--- src/rtl/force_responder_pkg.sv ---
// Shared types for the force/release responder: command opcodes, response
// status codes and the override state encoding.
package force_responder_pkg;

  localparam int unsigned FORCE_CNT_W = 16;

  typedef enum logic [1:0] {
    OP_FORCE   = 2'd0,
    OP_RELEASE = 2'd1,
    OP_READ    = 2'd2,
    OP_RSVD    = 2'd3
  } op_e;

  typedef enum logic [1:0] {
    ST_OK         = 2'd0,
    ST_NOT_FORCED = 2'd1,
    ST_FORCED     = 2'd2,
    ST_BAD_OP     = 2'd3
  } status_e;

  typedef enum logic [1:0] {
    S_UNFORCED     = 2'd0,
    S_FORCED_HOLD  = 2'd1,
    S_FORCED_TIMED = 2'd2
  } state_e;

endpackage

--- src/rtl/force_release_timer.sv ---
// Auto-release down-counter: load wins over clear, clear wins over decrement.
// expire_c flags the edge on which a decrementing count leaves 1.
module force_release_timer #(
  parameter int unsigned TIMER_W = 8
) (
  input  logic               clk,
  input  logic               rst_n,
  input  logic               load,
  input  logic [TIMER_W-1:0] load_val,
  input  logic               clr,
  input  logic               dec,
  output logic               expire_c
);

  logic [TIMER_W-1:0] count;

  always_ff @(posedge clk or negedge rst_n) begin
    if (!rst_n) begin
      count <= '0;
    end else if (load) begin
      count <= load_val;
    end else if (clr) begin
      count <= '0;
    end else if (dec && (count != '0)) begin
      count <= count - TIMER_W'(1);
    end
  end

  assign expire_c = dec && (count == TIMER_W'(1));

endmodule

--- src/rtl/force_release_responder.sv ---
// Force/release target for one clocked register, driven by a valid/ready
// command channel with one response per accepted command.
// Optional build macro FORCE_RESPONDER_STATS_EN adds a saturating FORCE counter.
module force_release_responder
  import force_responder_pkg::*;
#(
  parameter int unsigned WIDTH   = 32,
  parameter int unsigned TIMER_W = 8
) (
  input  logic               clk,
  input  logic               rst_n,
  input  logic [WIDTH-1:0]   d_i,
  output logic [WIDTH-1:0]   q_o,
  output logic               forced_o,
  input  logic               cmd_valid_i,
  output logic               cmd_ready_o,
  input  logic [1:0]         cmd_op_i,
  input  logic [WIDTH-1:0]   cmd_value_i,
  input  logic [TIMER_W-1:0] cmd_cycles_i,
  output logic               rsp_valid_o,
  input  logic               rsp_ready_i,
  output logic [1:0]         rsp_status_o,
  output logic [WIDTH-1:0]   rsp_data_o
`ifdef FORCE_RESPONDER_STATS_EN
  ,
  output logic [FORCE_CNT_W-1:0] force_cnt_o
`endif
);

  state_e            state, state_d;
  op_e               op;
  logic              accept, is_force, is_release, is_forced, expire_c;
  logic [WIDTH-1:0]  q_d, rsp_data_d, read_data;
  logic              rsp_valid_d;
  status_e           rsp_status_d;

  assign cmd_ready_o = !rsp_valid_o || rsp_ready_i;
  assign accept      = cmd_valid_i && cmd_ready_o;
  assign op          = op_e'(cmd_op_i);
  assign is_force    = accept && (op == OP_FORCE);
  assign is_release  = accept && (op == OP_RELEASE);
  assign is_forced   = (state != S_UNFORCED);

  force_release_timer #(.TIMER_W(TIMER_W)) u_timer (
    .clk      (clk),
    .rst_n    (rst_n),
    .load     (is_force),
    .load_val (cmd_cycles_i),
    .clr      (is_release),
    .dec      (state == S_FORCED_TIMED),
    .expire_c (expire_c)
  );

`ifdef FORCE_RESPONDER_STATS_EN
  always_ff @(posedge clk or negedge rst_n) begin
    if (!rst_n) begin
      force_cnt_o <= '0;
    end else if (is_force && (force_cnt_o != '1)) begin
      force_cnt_o <= force_cnt_o + FORCE_CNT_W'(1);
    end
  end

  // Count occupies the top bits of READ data when there is room for it.
  if (WIDTH >= 32) begin : g_rd_stats
    assign read_data = {force_cnt_o, q_o[WIDTH-FORCE_CNT_W-1:0]};
  end else begin : g_rd_plain
    assign read_data = q_o;
  end
`else
  assign read_data = q_o;
`endif

  always_ff @(posedge clk or negedge rst_n) begin
    if (!rst_n) begin
      state <= S_UNFORCED;
    end else begin
      state <= state_d;
    end
  end

  // A FORCE on the expiry edge takes priority over the auto-release.
  always_comb begin
    state_d = state;
    if (is_force) begin
      state_d = (cmd_cycles_i == '0) ? S_FORCED_HOLD : S_FORCED_TIMED;
    end else if (is_release || expire_c) begin
      state_d = S_UNFORCED;
    end
  end

  // Releasing keeps the forced value for one more edge; d_i is sampled only once unforced.
  always_comb begin
    q_d          = q_o;
    rsp_valid_d  = rsp_valid_o;
    rsp_status_d = status_e'(rsp_status_o);
    rsp_data_d   = rsp_data_o;
    if (is_force) begin
      q_d = cmd_value_i;
    end else if (!is_forced) begin
      q_d = d_i;
    end
    if (accept) begin
      rsp_valid_d = 1'b1;
      rsp_data_d  = '0;
      case (op)
        OP_FORCE:   rsp_status_d = ST_OK;
        OP_RELEASE: rsp_status_d = is_forced ? ST_OK : ST_NOT_FORCED;
        OP_READ: begin
          rsp_status_d = is_forced ? ST_FORCED : ST_OK;
          rsp_data_d   = read_data;
        end
        default:    rsp_status_d = ST_BAD_OP;
      endcase
    end else if (rsp_ready_i) begin
      rsp_valid_d = 1'b0;
    end
  end

  always_ff @(posedge clk or negedge rst_n) begin
    if (!rst_n) begin
      q_o          <= '0;
      forced_o     <= 1'b0;
      rsp_valid_o  <= 1'b0;
      rsp_status_o <= '0;
      rsp_data_o   <= '0;
    end else begin
      q_o          <= q_d;
      forced_o     <= (state_d != S_UNFORCED);
      rsp_valid_o  <= rsp_valid_d;
      rsp_status_o <= rsp_status_d;
      rsp_data_o   <= rsp_data_d;
    end
  end

endmodule

--- config.mk ---
export PLATFORM = sky130hd
export DESIGN_NAME = force_release_responder
export DESIGN_NICKNAME = d
export VERILOG_FILES = /design/src/rtl/force_responder_pkg.sv /design/src/rtl/force_release_timer.sv /design/src/rtl/force_release_responder.sv
export SDC_FILE = /design/constraint.sdc
export NUM_CORES = 1
export LEC_CHECK = 0
export ABC_AREA = 1
export BUFFER_PORTS_ARGS = -buffer_cell sky130_fd_sc_hd__buf_2
export CAP_MARGIN = 15
export CORE_MARGIN = 1.5
export CORE_UTILIZATION = 45
export DETAILED_ROUTE_END_ITERATION = 8
export GPL_TIMING_DRIVEN = 1
export MAX_ROUTING_LAYER = met4
export PLACE_DENSITY = 0.75
export SKIP_CTS_REPAIR_TIMING = 1
export SLEW_MARGIN = 10
export SYNTH_ARGS = -nofsm -noshare
export SYNTH_HDL_FRONTEND = slang
export SYNTH_SLANG_ARGS = --single-unit
--- constraint.sdc ---
create_clock -name clk -period 1.5 [get_ports clk]
set_input_delay 0.075 -clock clk [delete_from_list [all_inputs] [get_ports clk]]
set_output_delay 0.075 -clock clk [all_outputs]
set_load 0.01 [all_outputs]
==> impl_metrics.tcl <==
set metrics [dict create \
    outcome "finished, violations left" \
    violations "negative hold slack" \
    grt_pass1_wl_um 14800 \
    overflow 0 \
    critPathSlowestCell "dfrtp_1" \
    syn_area_per_cell_um2 8.16 \
    cts.sinks 78 \
    coreArea_um2 7770 \
    hp-class "input port to register" \
    dp_hpwl_um 6560 \
    synth-warning-count 0 \
    cp_num_buf_inv 1 \
    start_util 0.468 \
    synth-seq-cells 78 \
    grt_max_degree 79 \
    tritoncts "built" \
    max-vdd-ir-drop_uv 537 \
    cts_root_buffer "clkbuf_8" \
    cp_slowest_stage_delay_ps 410 \
    num_rows 32 \
    io_pins 147 \
    finalSetupTns_ps 0 \
    holdWs_ps -20.3 \
    grt_pass1_vias 3190 \
    grt.total_usage 0.225 \
    drv_slew 0 \
    grt_setup_unrepaired "false" \
    setup_violations 0 \
    die_w_um 92.8 \
    synthesis.area_um2 3630 \
    leakage_uw 0.00263 \
    drv_cap 0 \
    antenna_left 0 \
    cp.arrival_ps 1630 \
    p_per_area_nw_per_um2 1310 \
    floorplan.die_area_um2 8620 \
    end_kind "register" \
    tightest_slew_ps 422 \
    worstSkewPairLatency_ps 350 \
    antennaDiodeCount 0 \
    layout.nets 713 \
    nFillCells 628 \
    required_ps 1740 \
    clkTransAtPathRegs_ps 90 \
    cpMostUsedCell "nand2_1" \
    h-tree-depth 3 \
    dr_total_vias 3746 \
    drtIter0Drc 218 \
    syn-num-nets 526 \
    synth_cell_types 25 \
    antenna_found_initial 0 \
    drive_gt1_frac 0.300 \
    crit_fanout 8 \
    relSlewSlack 0.719 \
    crit_family "flip-flops" \
    worst_setup_path_start_kind "register" \
    yosysSeqAreaShare 0.537 \
    numCtsBuffers 9 \
    fmax_mhz 721 \
    worstSetupPathType "register to register" \
    period_share 0.924 \
    viasPerCell 5.07 \
    io_buffers 146 \
    gp_congestion 0.884 \
    skew_ps 10.2 \
    clk_path_buf_depth 2 \
    wl_um 10300 \
    path_cells "inv_1 > ha_1 > nand2_1 > o21ai_4 > nand2_4 > nand2_1 > o21ai_1" \
    dr.pass1.iters 5 \
    min_period_ps 1390 \
    syn_to_final_growth_pct 40.9 \
    synth_cells 445 \
    wl_per_cell_um 14.0 \
    route.detailed.drc 0 \
    die_h_um 92.8 \
    hold_viol 8 \
]
## synthesized netlist by cell type
cell / instances / area share
nand3_4: 1 / 0.0048
xor2_1: 1 / 0.0024
ha_1: 3 / 0.010
nand2_1: 181 / 0.19
nand3_1: 9 / 0.012
nor3_1: 1 / 0.0014
nor2_4: 4 / 0.012
a211oi_1: 1 / 0.0021
nand4_1: 3 / 0.0052
inv_1: 8 / 0.0083
dfrtp_1: 78 / 0.54
clkinv_1: 1 / 0.0010
buf_2: 12 / 0.017
clkbuf_1: 7 / 0.0072
nand2_2: 1 / 0.0017
inv_2: 4 / 0.0041
nor2_1: 47 / 0.049
a21oi_1: 1 / 0.0014
o21ai_1: 38 / 0.052
o21bai_1: 1 / 0.0021
o21ai_0: 3 / 0.0041
buf_4: 4 / 0.0083
a31oi_1: 32 / 0.055
nand2_4: 3 / 0.0093
o21ai_4: 1 / 0.0045
## registers in the layout, summed over array words and instances, names as in the netlist
signal	count
rsp_valid_o	1
rsp_status_o	2
q_o	32
state	2
rsp_data_o	32
forced_o	1
u_timer.count	8
## stage by stage
step           instances  total power (µW)  area, µm²  setup WS (ps)   util
5_1_grt              739              7150       5120           17.2  0.659
2_1_floorplan        445              4210       3630            177      -
3_3_place_gp         682              5090       4520            154  0.582
6_report             739              6690       5120            114  0.659
4_1_cts              698              6610       4700           92.8  0.605
3_5_place_dp         682              5150       4520            102  0.582
## tightest hold or removal path, cell delays in order
cell     delay, ps
buf_2          100
nand2_1         50
a31oi_1         80
## power breakdown
part	internal, µW	switching, µW	leakage [µW]
Clock	624	836	0.0000910
Sequential	2550	366	0.000988
Combinational	971	1350	0.00156
Total	4140	2550	0.00263
## layer usage
layer,GRT usage,vias up,wire length [µm]
li1,-,1816,-
met1,0.299,1729,4370
met2,0.341,165,4930
met3,0.0361,36,631
met4,0.102,0,382
met5,-,-,0
## area by class of cell
cell class,count,area [µm²],area share
multi-input cells,331,1520,0.297
clock buffers,9,124,0.0242
flip-flops and latches,78,1950,0.382
clock inverters,7,56.3,0.0110
inverters,13,48.8,0.00954
repair buffers,199,1290,0.252
well taps,102,128,0.0249
## worst paths after layout
kind	depth (start not counted)	slack, ps	from	to
max in group asynchronous	3	890	rst_n	q_o[25]
setup reg to reg	7	110	u_timer.count[1]	u_timer.count[7]
hold / removal	3	-20	d_i[8]	q_o[8]
setup / recovery	7	110	u_timer.count[1]	u_timer.count[7]
min in group asynchronous	3	270	rst_n	state[1]
hold reg to reg	2	490	rsp_data_o[21]	rsp_data_o[21]
## cells by family (layout without fill, tap and decap cells)
group           after synthesis  in the layout  synth area share
flops                        78             78             0.537
buf+inv                      36            228            0.0455
xor+xnor                      1              1           0.00241
compound gates               77             77             0.122
fa+ha+maj                     3              3            0.0103
simple gates                250            250             0.283
## cells in the final DEF, fill, tap and decap left out, drive strengths merged
master       netlist  routed
a211oi             1       1
a21oi              1       1
a31oi             32      32
buf               16     158
clkbuf             7       9
clkinv             1       3
clkinvlp           0       1
dfrtp             78      78
dlygate4sd3        0      41
ha                 3       3
inv               12      16
nand2            185     185
nand3             10      10
nand4              3       3
nor2              51      51
nor3               1       1
o21ai             42      42
o21bai             1       1
xor2               1       1
Power figures use the tool's default switching activity.
